**config.mk**
```make
export PLATFORM = sky130hd
export DESIGN_NAME = mips_mc_core_p
export DESIGN_NICKNAME = d
export VERILOG_FILES = /design/src/rtl/mips_mc_core_p.sv
export SDC_FILE = /design/constraint.sdc
export NUM_CORES = 2
export LEC_CHECK = 0
export BUFFER_PORTS_ARGS = -buffer_cell sky130_fd_sc_hd__clkbuf_2
export CAP_MARGIN = 20
export CELL_PAD_IN_SITES_DETAIL_PLACEMENT = 1
export CELL_PAD_IN_SITES_GLOBAL_PLACEMENT = 1
export CORE_UTILIZATION = 45
export DETAILED_ROUTE_END_ITERATION = 12
export GPL_TIMING_DRIVEN = 0
export PLACE_DENSITY = 0.67
export SETUP_SLACK_MARGIN = 0.2
export SLEW_MARGIN = 10
export SYNTH_ARGS = -nofsm -noshare
export SYNTH_HDL_FRONTEND = slang
export SYNTH_SLANG_ARGS = --single-unit
```
**constraint.sdc**
```tcl
create_clock -name clock -period 8.1 [get_ports clock]
set_input_delay 1.62 -clock clock [delete_from_list [all_inputs] [get_ports clock]]
set_output_delay 1.62 -clock clock [all_outputs]
set_load 0.05 [all_outputs]
```
**src/rtl/mips_mc_core_p.sv**
```systemverilog
// Multicycle MIPS core: one shared memory port with a ready handshake, register file and control FSM.
// Stalls on mem_ready, halts on illegal opcode/funct or on an optional memory wait timeout.
module mips_mc_core_p #(
  parameter logic [31:0] RESET_PC     = 32'h0000_0000,
  parameter bit          JAL_EN       = 1'b1,
  parameter int unsigned MEM_WAIT_MAX = 0
) (
  input  logic        clock,
  input  logic        reset,
  input  logic [31:0] mem_rdata,
  input  logic        mem_ready,
  output logic [31:0] mem_addr,
  output logic [31:0] mem_wdata,
  output logic        mem_read,
  output logic        mem_write,
  output logic [31:0] pc,
  output logic        halted
);

  typedef enum logic [3:0] {
    S_FETCH, S_DECODE, S_MEMADR, S_MEMRD, S_MEMWB, S_MEMWR, S_EXEC,
    S_ALUWB, S_IMMEX, S_IMMWB, S_BRANCH, S_JUMP, S_JAL, S_HALT
  } state_e;

  localparam logic [5:0] OP_RTYPE = 6'b000000;
  localparam logic [5:0] OP_J     = 6'b000010;
  localparam logic [5:0] OP_JAL   = 6'b000011;
  localparam logic [5:0] OP_BEQ   = 6'b000100;
  localparam logic [5:0] OP_BNE   = 6'b000101;
  localparam logic [5:0] OP_ADDI  = 6'b001000;
  localparam logic [5:0] OP_ANDI  = 6'b001100;
  localparam logic [5:0] OP_ORI   = 6'b001101;
  localparam logic [5:0] OP_LW    = 6'b100011;
  localparam logic [5:0] OP_SW    = 6'b101011;

  localparam logic [5:0] FN_ADD = 6'b100000;
  localparam logic [5:0] FN_SUB = 6'b100010;
  localparam logic [5:0] FN_AND = 6'b100100;
  localparam logic [5:0] FN_OR  = 6'b100101;
  localparam logic [5:0] FN_SLT = 6'b101010;

  state_e      state_q, state_d;
  logic [31:0] pc_q, pc_d, ir_q, ir_d, a_q, a_d, b_q, b_d;
  logic [31:0] alu_out_q, alu_out_d, data_q, data_d, wait_cnt_q, wait_cnt_d;
  logic        halted_q, halted_d;
  logic [31:0] rf_q [32];

  logic        rf_we, mem_req;
  logic [4:0]  rf_waddr;
  logic [31:0] rf_wdata;

  logic [5:0]  op, funct;
  logic [4:0]  rs, rt, rd;
  logic [31:0] sign_imm, zero_imm, jump_target;

  assign op          = ir_q[31:26];
  assign rs          = ir_q[25:21];
  assign rt          = ir_q[20:16];
  assign rd          = ir_q[15:11];
  assign funct       = ir_q[5:0];
  assign sign_imm    = {{16{ir_q[15]}}, ir_q[15:0]};
  assign zero_imm    = {16'h0000, ir_q[15:0]};
  assign jump_target = {pc_q[31:28], ir_q[25:0], 2'b00};

  // NOTE: every output of this block gets a default first, so no path can infer a latch.
  always_comb begin
    state_d    = state_q;
    pc_d       = pc_q;
    ir_d       = ir_q;
    a_d        = rf_q[rs];
    b_d        = rf_q[rt];
    alu_out_d  = alu_out_q;
    data_d     = mem_rdata;
    wait_cnt_d = '0;
    rf_we      = 1'b0;
    rf_waddr   = rt;
    rf_wdata   = alu_out_q;
    mem_req    = 1'b0;
    mem_read   = 1'b0;
    mem_write  = 1'b0;
    mem_addr   = alu_out_q;

    case (state_q)
      S_FETCH: begin
        mem_read  = 1'b1;
        mem_req   = 1'b1;
        mem_addr  = pc_q;
        alu_out_d = pc_q + 32'd4;
        if (mem_ready) begin
          ir_d    = mem_rdata;
          pc_d    = pc_q + 32'd4;
          state_d = S_DECODE;
        end
      end
      S_DECODE: begin
        alu_out_d = pc_q + {sign_imm[29:0], 2'b00};
        case (op)
          OP_LW, OP_SW:             state_d = S_MEMADR;
          OP_RTYPE:                 state_d = S_EXEC;
          OP_BEQ, OP_BNE:           state_d = S_BRANCH;
          OP_ADDI, OP_ANDI, OP_ORI: state_d = S_IMMEX;
          OP_J:                     state_d = S_JUMP;
          OP_JAL:                   state_d = JAL_EN ? S_JAL : S_HALT;
          default:                  state_d = S_HALT;
        endcase
      end
      S_MEMADR: begin
        alu_out_d = a_q + sign_imm;
        state_d   = (op == OP_SW) ? S_MEMWR : S_MEMRD;
      end
      // Recomputing the same address keeps mem_addr stable while ALUOut reloads.
      S_MEMRD: begin
        mem_read  = 1'b1;
        mem_req   = 1'b1;
        alu_out_d = a_q + sign_imm;
        if (mem_ready) state_d = S_MEMWB;
      end
      S_MEMWB: begin
        rf_we    = 1'b1;
        rf_wdata = data_q;
        state_d  = S_FETCH;
      end
      S_MEMWR: begin
        mem_write = 1'b1;
        mem_req   = 1'b1;
        alu_out_d = a_q + sign_imm;
        if (mem_ready) state_d = S_FETCH;
      end
      S_EXEC: begin
        state_d = S_ALUWB;
        case (funct)
          FN_ADD:  alu_out_d = a_q + b_q;
          FN_SUB:  alu_out_d = a_q - b_q;
          FN_AND:  alu_out_d = a_q & b_q;
          FN_OR:   alu_out_d = a_q | b_q;
          FN_SLT:  alu_out_d = {31'd0, $signed(a_q) < $signed(b_q)};
          default: state_d   = S_HALT;
        endcase
      end
      S_ALUWB: begin
        rf_we    = 1'b1;
        rf_waddr = rd;
        state_d  = S_FETCH;
      end
      S_IMMEX: begin
        case (op)
          OP_ADDI: alu_out_d = a_q + sign_imm;
          OP_ANDI: alu_out_d = a_q & zero_imm;
          default: alu_out_d = a_q | zero_imm;
        endcase
        state_d = S_IMMWB;
      end
      S_IMMWB: begin
        rf_we   = 1'b1;
        state_d = S_FETCH;
      end
      // ALUOut still holds the target computed in DECODE.
      S_BRANCH: begin
        alu_out_d = a_q - b_q;
        if ((op == OP_BEQ) ? (a_q == b_q) : (a_q != b_q)) pc_d = alu_out_q;
        state_d = S_FETCH;
      end
      S_JUMP: begin
        pc_d    = jump_target;
        state_d = S_FETCH;
      end
      S_JAL: begin
        rf_we    = 1'b1;
        rf_waddr = 5'd31;
        rf_wdata = pc_q;
        pc_d     = jump_target;
        state_d  = S_FETCH;
      end
      default: state_d = S_HALT;
    endcase

    if (mem_req && !mem_ready) begin
      wait_cnt_d = wait_cnt_q + 32'd1;
      if (MEM_WAIT_MAX != 32'd0 && wait_cnt_d == MEM_WAIT_MAX) state_d = S_HALT;
    end

    halted_d = (state_d == S_HALT);

    if (reset) begin
      mem_read  = 1'b0;
      mem_write = 1'b0;
    end
  end

  assign mem_wdata = b_q;
  assign pc        = pc_q;
  assign halted    = halted_q;

  // NOTE: state registers use non-blocking assignments so every flop samples pre-edge values.
  always_ff @(posedge clock) begin
    if (reset) begin
      state_q    <= S_FETCH;
      pc_q       <= RESET_PC;
      ir_q       <= '0;
      a_q        <= '0;
      b_q        <= '0;
      alu_out_q  <= '0;
      data_q     <= '0;
      wait_cnt_q <= '0;
      halted_q   <= 1'b0;
    end else begin
      state_q    <= state_d;
      pc_q       <= pc_d;
      ir_q       <= ir_d;
      a_q        <= a_d;
      b_q        <= b_d;
      alu_out_q  <= alu_out_d;
      data_q     <= data_d;
      wait_cnt_q <= wait_cnt_d;
      halted_q   <= halted_d;
    end
  end

  // NOTE: the register file is cleared on reset, so it maps to flops rather than a RAM macro.
  always_ff @(posedge clock) begin
    if (reset) begin
      for (int i = 0; i < 32; i++) rf_q[i] <= '0;
    end else if (rf_we && rf_waddr != 5'd0) begin
      rf_q[rf_waddr] <= rf_wdata;
    end
  end

endmodule
```
==> out/qor.csv <==
stage,metric,value,unit
sta,min_period,5.77,ns
worst_setup_path,rr_startpoint,ir_q[0],
sta,fin_skew,0.0466,ns
worst_setup_path,cp_max_fo,10,
power_and_ir_drop,power.leakage,26.6,nW
logic_synthesis,ys_ff_latch,1221,
sta,rsz0062_at_grt,no,
sta,fin_ws,2.33,ns
logic_synthesis,synth_top_cells_by_count,"1275 x nor2_1, 1024 x edfxtp_1, 640 x mux4_2",
floorplanning,core_area,152000,µm²
sta,max_slew.worst_pin.slew,1.33,ns
sta,slew_headroom,10.5,%
status,outcome,"complete, no violations",
worst_setup_path,crit_path_start_kind,primary input,
worst_setup_path,ff2ff_setup_slack,2.43,ns
placement,dp_slack,2.39,ns
layout,seq_area,34700,µm²
floorplanning,rows,143,
clocking,cts_tree,yes,
power_and_ir_drop,vdd_drop_max,272,µV
logic_synthesis,ys_types,83,
worst_setup_path,crit_start,reset,
placement,gp_congestion,1.04,
worst_setup_path,cp-endpoint,mem_read,
logic_synthesis,synth_cells,5673,
logic_synthesis,yosysMostFrequentCell,nor2_1,
routing,viasPerCell,6.67,
sta,fin_setup_tns,0,ns
clocking,cts.reportedPaths.clkPinSlew,0.06,ns
global_routing,grt_usage,40.6,%
routing,drtPass1Iterations,8,
clocking,postCtsSetupBuffers,0,
layout,area_growth,13.7,%
min_path,hold_path.class,flip-flop to flip-flop,
sta,setup_viol,0,
layout,nets,6286,
sta,final.period_utilization,71.2,%
floorplanning,die_h,395,µm
layout,fin_area,78900,µm²
logic_synthesis,synth_top_flop_cell,edfxtp_1,
worst_setup_path,required,6.48,ns
floorplanning,start_util,45.5,%
logic_synthesis,synth_area_per_cell,12.2,µm²
worst_setup_path,criticalPathCategory,primary input to output pin,
clocking,cts_max_path_buffers,3,
logic_synthesis,synth_edf_count,1024,
routing,drt-initial-drc-count,7046,
sta,whs,0.533,ns
sta,hold_viol_final,0,
logic_synthesis,synth.area.top_cells,"edfxtp_1 44%, mux4_2 21%, nor2_1 6.9%",
worst_setup_path,worst_setup_path_end_kind,output pin,
clocking,cts_inserted_buffers,140,
logic_synthesis,yosysSeqAreaShare,50.0,%
routing,drc,0,
floorplanning,design.die.area,156000,µm²
logic_synthesis,synth_top_area_share,44.3,%
layout,drive_gt1_share,19.0,%
logic_synthesis,synth_top_area_cell,edfxtp_1,
placement,numPortBuffers,131,
routing,wl,318,mm
floorplanning,dieWidth,395,µm
logic_synthesis,async_reset_ff_share,0,%
global_routing,grt_pass1_wl,438,mm
worst_setup_path,reg2reg_to,alu_out_q[14],
clocking,root_buffer,clkbuf_16,
layout,multiInputGateArea,32500,µm²
layout,num-fill-cells,15700,
worst_setup_path,worstRegToRegCells,9,
sta,drv_slew,0,
global_routing,grt-ovfl-total,0,
global_routing,grt_max_degree,33,
routing,wl_per_cell,38.7,µm
floorplanning,pin_count,134,
power_and_ir_drop,powerDensity,362,nW/µm²
clocking,post_cts_resized,0,
routing,num_vias,54800,
sta,fmax,0.173,GHz
clocking,worstSkewPairLatency,0.81,ns
global_routing,grt_pass1_vias,55400,
global_routing,grt_antenna_before_repair,11,
clocking,cts_sinks,1221,
clocking,cts_hold_buf,0,
logic_synthesis,syn_area,69400,µm²
placement,hpwl,245,mm
logic_synthesis,yosysWarnings,0,
placement,dpl-instance-area,74200,µm²
clocking,htree_num_levels,4,
run,drv_cap,0,
routing,final_antenna_net_count,0,
worst_setup_path,cp.arrival,4.15,ns
[per-stage QoR]
step / utilization, % / cells / power [mW]
3_3_place_gp: 47.7 / 7865 / 21.3
3_5_place_dp: 48.6 / 7940 / 21.8
4_1_cts: 51.6 / 8186 / 28.0
5_1_grt: 51.7 / 8208 / 29.1
2_1_floorplan: - / 5704 / 15.6
6_report: 51.7 / 8215 / 28.5
[worst max-delay path: stages]
cell      delay, ns
clkbuf_1       0.71
clkbuf_1       0.55
buf_1          0.65
nor3_1         0.28
clkbuf_2       0.31
[kinds of logic (layout without fill, tap and decap cells)]
logic type                 count (synthesis)  in the layout  share of synthesized area [%]
xor gates and xnor gates                 126            126                           1.59
other                                      1             39                        0.00540
AOI/OAI and AO/OA                        821            821                           7.80
and+or+nand+nor                         1933           1933                           11.5
muxes                                    749            749                           22.4
adders and majority gates                177            177                           3.24
buffers and inverters                    645           1119                           3.55
DFF                                     1221           1221                           50.0
[layout by cell type (no fill, tap or decap), types with 17 or more instances in the layout]
| master | instances |
|---|---|
| a211oi_1 | 51 |
| a21o_1 | 46 |
| a21oi_1 | 240 |
| a221oi_1 | 52 |
| a22oi_1 | 18 |
| a31oi_1 | 22 |
| and3_1 | 17 |
| buf_1 | 58 |
| buf_12 | 21 |
| buf_2 | 20 |
| buf_6 | 29 |
| buf_8 | 30 |
| clkbuf_1 | 456 |
| clkbuf_16 | 142 |
| clkbuf_2 | 137 |
| clkinv_1 | 28 |
| clkinv_2 | 17 |
| conb_1 | 32 |
| dfxtp_1 | 196 |
| edfxtp_1 | 1024 |
| ha_1 | 173 |
| inv_1 | 128 |
| mux2i_1 | 106 |
| mux4_2 | 640 |
| nand2_1 | 367 |
| nand2b_1 | 19 |
| nand2b_2 | 28 |
| nand3_1 | 51 |
| nand4_1 | 23 |
| nor2_1 | 1275 |
| nor2b_1 | 50 |
| nor3_1 | 36 |
| o211ai_1 | 29 |
| o21ai_0 | 137 |
| o21bai_1 | 22 |
| o221ai_1 | 21 |
| o22ai_1 | 20 |
| o31ai_1 | 17 |
| xnor2_1 | 83 |
| xor2_1 | 43 |
[power by group]
part	switching, mW	internal (mW)	leakage, nW
clock network	2.81	3.51	2.15
logic	9.94	4.29	12.2
registers	0.735	7.26	12.2
total	13.5	15.1	26.6
[area by class of cell]
type	instances	share of cell area [%]
flip-flops and latches	1221	44.0
multi-input cells	3838	41.2
clock buffers	182	4.80
well taps	2030	3.22
repair buffers	228	2.78
plain buffers	514	2.53
clock inverters	64	0.822
inverters	131	0.623
diodes	7	0.0222
[sequential cells by signal, indices dropped and copies added (netlist names)]
signal,flops
state_q,4
halted,1
mem_wdata,32
rf_q,1024
ir_q,32
pc,32
a_q,32
alu_out_q,32
data_q,32
[metal layers]
| metal | part of all wire [%] | up-vias | track usage, % |
|---|---|---|---|
| li1 | - | 22100 | - |
| met1 | 36 | 28600 | 48.8 |
| met3 | 8.7 | 895 | 8.41 |
| met2 | 46 | 3236 | 63.4 |
| met4 | 10 | 12 | 33.3 |
| met5 | 0.023 | - | 0 |
[how the worst min path moves through the flow]
stage                            start           end  slack [ns]  cells past startpoint
after floorplan           alu_out_q[6]  alu_out_q[6]        0.46                      2
after global placement    alu_out_q[1]  alu_out_q[1]        0.51                      2
after detailed placement  alu_out_q[1]  alu_out_q[1]        0.52                      2
after CTS                 alu_out_q[1]  alu_out_q[1]        0.53                      2
after global routing      alu_out_q[1]  alu_out_q[1]        0.55                      2
final                     alu_out_q[1]  alu_out_q[1]        0.53                      2
No activity file was read; power rests on OpenSTA's default activity.
